## src/rtl/stream_writer.sv

```systemverilog
// stream_writer: copies NUM_WORDS words from a show-ahead input channel into a
// single-port memory, starting at a byte address BASE, and keeps a running
// 32-bit checksum plus a word count.
//
// Build option: define STREAM_WRITER_READBACK_EN to add READ/DRAIN phases that
// read the block back and checksum the read data. Without it the checksum is
// summed from the channel words as they are written and MEM_RE stays 0.
//
// Ports:
//   CLK, RST          clock, synchronous active-high reset
//   START, BASE       one-cycle start request (IDLE only), start byte address
//   IN_Q, IN_EMPTY    channel head word and empty flag
//   IN_RE             channel pop (combinational, FILL only)
//   MEM_ADDR, MEM_D   memory byte address and write data
//   MEM_WE, MEM_RE    memory write / read strobes (combinational)
//   MEM_Q             memory read data, one cycle after MEM_RE
//   BUSY, DONE        transfer active, one-cycle completion pulse
//   COUNT, CHECKSUM   words written, modulo-2^32 checksum
module stream_writer #(
    parameter int unsigned W_A        = 20,
    parameter int unsigned DATA_WIDTH = 32,
    parameter int unsigned NUM_WORDS  = 256,
    parameter int unsigned ADDR_STEP  = 4
) (
    input  logic                  CLK,
    input  logic                  RST,
    input  logic                  START,
    input  logic [W_A-1:0]        BASE,
    input  logic [DATA_WIDTH-1:0] IN_Q,
    input  logic                  IN_EMPTY,
    output logic                  IN_RE,
    output logic [W_A-1:0]        MEM_ADDR,
    output logic [DATA_WIDTH-1:0] MEM_D,
    output logic                  MEM_WE,
    output logic                  MEM_RE,
    input  logic [DATA_WIDTH-1:0] MEM_Q,
    output logic                  BUSY,
    output logic                  DONE,
    output logic [15:0]           COUNT,
    output logic [31:0]           CHECKSUM
);

    localparam int unsigned  CW       = 16;
    localparam int unsigned  SW       = 32;
    localparam logic [CW-1:0] LAST_IDX = CW'(NUM_WORDS - 1);
    localparam logic [W_A-1:0] STEP    = W_A'(ADDR_STEP);

    typedef enum logic [2:0] {
        S_IDLE  = 3'd0,
        S_FILL  = 3'd1,
        S_READ  = 3'd2,
        S_DRAIN = 3'd3,
        S_FIN   = 3'd4
    } state_e;

    state_e          state_q, state_d;
    logic [W_A-1:0]  addr_q, addr_d;
    logic [CW-1:0]   count_q, count_d;
    logic [SW-1:0]   sum_q, sum_d;
    logic            busy_q, busy_d;
    logic            done_q, done_d;
    logic            wr_c;
    logic            rd_c;

`ifdef STREAM_WRITER_READBACK_EN
    logic [W_A-1:0]  base_q, base_d;
    logic [CW-1:0]   rd_cnt_q, rd_cnt_d;
    logic            rd_dly_q, rd_dly_d;
`else
    logic            unused_mem_q;
    assign unused_mem_q = ^MEM_Q;
`endif

    // Next-state, datapath updates and strobe requests
    always_comb begin
        state_d = state_q;
        addr_d  = addr_q;
        count_d = count_q;
        sum_d   = sum_q;
        busy_d  = busy_q;
        done_d  = 1'b0;
        wr_c    = 1'b0;
        rd_c    = 1'b0;
`ifdef STREAM_WRITER_READBACK_EN
        base_d   = base_q;
        rd_cnt_d = rd_cnt_q;
`endif

        case (state_q)
            S_IDLE: begin
                if (START) begin
                    state_d = S_FILL;
                    addr_d  = BASE;
                    count_d = '0;
                    sum_d   = '0;
                    busy_d  = 1'b1;
`ifdef STREAM_WRITER_READBACK_EN
                    base_d  = BASE;
`endif
                end
            end

            S_FILL: begin
                // An empty channel simply holds everything for this cycle
                if (!IN_EMPTY) begin
                    wr_c    = 1'b1;
                    addr_d  = addr_q + STEP;
                    count_d = count_q + CW'(1);
`ifndef STREAM_WRITER_READBACK_EN
                    sum_d   = sum_q + SW'(IN_Q);
`endif
                    if (count_q == LAST_IDX) begin
`ifdef STREAM_WRITER_READBACK_EN
                        state_d  = S_READ;
                        addr_d   = base_q;
                        rd_cnt_d = '0;
`else
                        state_d  = S_FIN;
                        busy_d   = 1'b0;
                        done_d   = 1'b1;
`endif
                    end
                end
            end

`ifdef STREAM_WRITER_READBACK_EN
            S_READ: begin
                rd_c     = 1'b1;
                addr_d   = addr_q + STEP;
                rd_cnt_d = rd_cnt_q + CW'(1);
                if (rd_cnt_q == LAST_IDX) begin
                    state_d = S_DRAIN;
                end
            end

            // Last read data arrives here and is accumulated below
            S_DRAIN: begin
                state_d = S_FIN;
                busy_d  = 1'b0;
                done_d  = 1'b1;
            end
`endif

            S_FIN: begin
                state_d = S_IDLE;
            end

            default: begin
                state_d = S_IDLE;
            end
        endcase

`ifdef STREAM_WRITER_READBACK_EN
        // Read data is valid the cycle after the read strobe
        rd_dly_d = rd_c;
        if (rd_dly_q) begin
            sum_d = sum_q + SW'(MEM_Q);
        end
`endif
    end

    // State and datapath registers
    always_ff @(posedge CLK) begin
        if (RST) begin
            state_q <= S_IDLE;
            addr_q  <= '0;
            count_q <= '0;
            sum_q   <= '0;
            busy_q  <= 1'b0;
            done_q  <= 1'b0;
`ifdef STREAM_WRITER_READBACK_EN
            base_q   <= '0;
            rd_cnt_q <= '0;
            rd_dly_q <= 1'b0;
`endif
        end else begin
            state_q <= state_d;
            addr_q  <= addr_d;
            count_q <= count_d;
            sum_q   <= sum_d;
            busy_q  <= busy_d;
            done_q  <= done_d;
`ifdef STREAM_WRITER_READBACK_EN
            base_q   <= base_d;
            rd_cnt_q <= rd_cnt_d;
            rd_dly_q <= rd_dly_d;
`endif
        end
    end

    // Strobes are suppressed while reset is asserted so nothing is written or popped
    assign IN_RE    = wr_c & ~RST;
    assign MEM_WE   = wr_c & ~RST;
    assign MEM_RE   = rd_c & ~RST;
    assign MEM_ADDR = addr_q;
    assign MEM_D    = (state_q == S_FILL) ? IN_Q : '0;
    assign BUSY     = busy_q;
    assign DONE     = done_q;
    assign COUNT    = count_q;
    assign CHECKSUM = sum_q;

endmodule

```

## config.mk

```make
export PLATFORM = sky130hd
export DESIGN_NAME = stream_writer
export DESIGN_NICKNAME = d
export VERILOG_FILES = /design/src/rtl/stream_writer.sv
export SDC_FILE = /design/constraint.sdc
export NUM_CORES = 1
export LEC_CHECK = 0
export BUFFER_PORTS_ARGS = -buffer_cell sky130_fd_sc_hd__buf_2
export CORE_MARGIN = 2
export CORE_UTILIZATION = 49
export CTS_CLUSTER_DIAMETER = 40
export DETAILED_ROUTE_END_ITERATION = 10
export PLACE_DENSITY = 0.79
export SLEW_MARGIN = 30
export SYNTH_ARGS = -nofsm -noshare
export SYNTH_HDL_FRONTEND = slang
export SYNTH_SLANG_ARGS = --single-unit
```

## constraint.sdc

```tcl
create_clock -name CLK -period 3.2 [get_ports CLK]
set_input_delay 0.48 -clock CLK [delete_from_list [all_inputs] [get_ports CLK]]
set_output_delay 0.48 -clock CLK [all_outputs]
set_load 0.02 [all_outputs]
```

==> impl_metrics.toml <==
[floorplan]
chip_height_um = 102
coreArea_um2 = 9240
dieWidth_um = 102
design.die.area_um2 = 10400
num_rows = 35
floorplan.io_pins = 193
floorplan.initialDensity = 0.507

[setup_path]
slowest_delay_ps = 360
path_cells = "ha_1 -> inv_1 -> fa_1 -> and2b_1 -> o211ai_1 -> a21boi_1 -> o211a_1 -> o31ai_4 -> o21a_1 -> a31o_2 -> xnor2_1 -> a22o_1"
critical_path_class = "flop to flop"
critPathArrivalTime_ps = 3140
worst_ep_required_time_ps = 3430
timing.critical_path.to_type = "flop"
worst_path_max_delay_cell = "sky130_fd_sc_hd__dfxtp_1"
startpoint_type_of_the_worst_setup_path = "flop"
worst_path_maximum_fanout = 5

[power]
p_clk_frac = 0.310
power.share.combinational = 0.255
worst_ir_drop_vdd_mv = 0.199
switching_share = 0.330
power.density_cell_area_nw_per_um2 = 388
total_leakage_power_nw = 2.89
finalPower_mw = 2.25
p_int_mw = 1.51
seq_power_share = 0.435
p_switching_mw = 0.741

[global_routing]
first_global_vias = 4209
gr-total-overflow = 0
antenna_violations_before_repair = 0
grt_util_all_layers = 0.227
grt_start_max_net_pins = 46
grt_pass1_wl_mm = 19.3

[job]
cap_viol_max_count = 0

[timing]
fmax_ghz = 0.344
period_share = 0.910
rsz0062_at_grt = "false"
final_hold_viol_count = 0
final.hold.worst_slack_ps = 399
slew_headroom = 0.568
finalSetupTns_ps = 0
finalSetupViolations = 0
fin_crit_ps = 2910
fin_skew_ps = 9.14
worst-slew-pin-transition_ps = 647
timing.final.max_slew_violations = 0

[clock_network]
clk-insertion-delay-late_ps = 330
postCtsResizedCells = 0
root_buffer = "sky130_fd_sc_hd__clkbuf_8"
count_of_hold_fix_buffers_inserted_at_cts = 0
post_cts.repair.setup_buffers = 0
cts_tree = "built"
cts_inserted_buffers = 9
clock_tree.buffer_depth = 2
clkSlewWorstSetupHoldPaths_ps = 80
cts.sink_count = 72
htree_levels = 3

[final_layout]
layout.nets = 858
final_common_cell = "sky130_fd_sc_hd__buf_2"
syn_to_final_growth_pct = 23.8
final_core_util = 0.628
mostFrequentLayoutCells = "sky130_fd_sc_hd__buf_2 (159), sky130_fd_sc_hd__nor2_1 (88), sky130_fd_sc_hd__dfxtp_1 (72)"
stdcell_count = 870
fraction_of_final_layout_cells_sized_beyond_drive_strength_1 = 0.275
antenna_cells_inserted = 0

[synthesis]
yosys_warnings = 0
yosysSeqAreaShare = 0.307
post_synth_inst_count = 584
flops_latches_synth = 72
synthesized_area_um2 = 4690
syn-mean-instance-area_um2 = 8.03
synthesis.nets = 706
synth_async_reset_ratio = 0
netlist-cell-type-count = 62
synthFlopType = "sky130_fd_sc_hd__dfxtp_1"
synth-edff-count = 0

[place]
globalplace.congestion = 0.895
place.detailed.instances = 854
dp_hpwl_mm = 8.95
portBuffers = 159

[detailed_routing]
total_number_of_vias = 4800
detail_route.vias_per_cell = 5.52
initialDrtViolationCount = 177
remaining_drc_errors = 0
drt.antenna.violating_nets = 0
drt-total-wl_mm = 12.3
drt_pre_antenna_iters = 4
drt-wirelength-per-cell_um = 14.1

[worst_hold_path]
hp-class = "input pin to flop"

[run_status]
outcome = "complete, no violations"
-- cells by family (layout without fill, tap and decap cells) --
logic type                 Yosys count  after routing  synth area share
AOI/OAI and AO/OA                  174            174             0.251
xor gates and xnor gates            38             38            0.0710
adders and majority gates           34             34            0.0923
buffers and inverters               34            191            0.0307
DFF                                 72             72             0.307
muxes                                3              3           0.00747
other                                1              1          0.000800
and+or+nand+nor                    228            228             0.239
-- final timing paths --
path,from,endpoint,slack (ps),cells past startpoint
max,CHECKSUM[0],CHECKSUM[28],290,12
min,BASE[1],MEM_ADDR[1],400,3
max reg2reg,CHECKSUM[0],CHECKSUM[28],290,12
min reg2reg,CHECKSUM[0],CHECKSUM[0],480,2
-- worst max-delay path: cells and delay by family (launching register included) --
kind	cells	cell delay [ps]
compound gates	7	1470
xor+xnor	1	120
fa+ha+maj	2	540
buf+inv	1	50
flops	1	360
simple gates	1	250
-- cells in the mapped netlist (all sizes together) (4+ instances only) --
master  instances  area share
xor2           19       0.035
nand3          14       0.015
inv             7      0.0056
nand2          33       0.026
a21o           14       0.022
nand4           9       0.012
nand2b          4      0.0053
a21oi          52       0.056
clkbuf         23       0.018
and2           33       0.044
xnor2          19       0.035
o21ai          29       0.031
a21boi          4      0.0064
a211oi          7       0.013
and3           10       0.013
ha             33       0.088
buf             4      0.0067
a22o           15       0.028
dfxtp          72        0.31
or3             6      0.0080
a31oi           4      0.0053
nor3           11       0.013
o22ai           5      0.0067
o211ai          5      0.0091
nor2           89       0.071
or2             4      0.0053
nor3b           5       0.010
a22oi          18       0.029
o21a            4      0.0064
-- state kept, by name, indices dropped and copies added, names as in the netlist --
register	cells
MEM_ADDR	20
CHECKSUM	32
state_q	2
DONE	1
COUNT	16
BUSY	1
-- per-stage QoR --
stage	worst slack, ps	cell area (µm²)
global route	95.9	5800
floorplan	387	4690
finish	289	5800
detailed placement	35.0	5610
global placement	85.0	5610
CTS	212	5800
-- power groups by stage --
| stage | logic, mW | clock network, mW | registers, mW |
|---|---|---|---|
| after floorplan | 0.355 | 0 | 1.04 |
| after global placement | 0.560 | 0 | 0.994 |
| after detailed placement | 0.570 | 0 | 0.998 |
| after CTS | 0.574 | 0.723 | 0.977 |
| after global routing | 0.635 | 0.756 | 0.983 |
| final | 0.573 | 0.698 | 0.978 |
-- final cells by class --
type	count	area (µm²)
timing repair buffer	168	863
sequential	72	1440
inverter	7	26.3
clock buffer	12	165
tap	129	161
multi-input combinational	478	3120
clock inverter	4	26.3
fill	806	3440
-- layer usage --
| layer | GRT usage | share of wire | vias to the layer above |
|---|---|---|---|
| li1 | - | - | 2409 |
| met1 | 0.299 | 0.45 | 2224 |
| met2 | 0.387 | 0.48 | 159 |
| met3 | 0.0356 | 0.062 | 8 |
| met4 | 0.0656 | 0.0086 | 0 |
| met5 | 0 | 0 | - |
No activity file was read; power rests on OpenSTA's default activity.
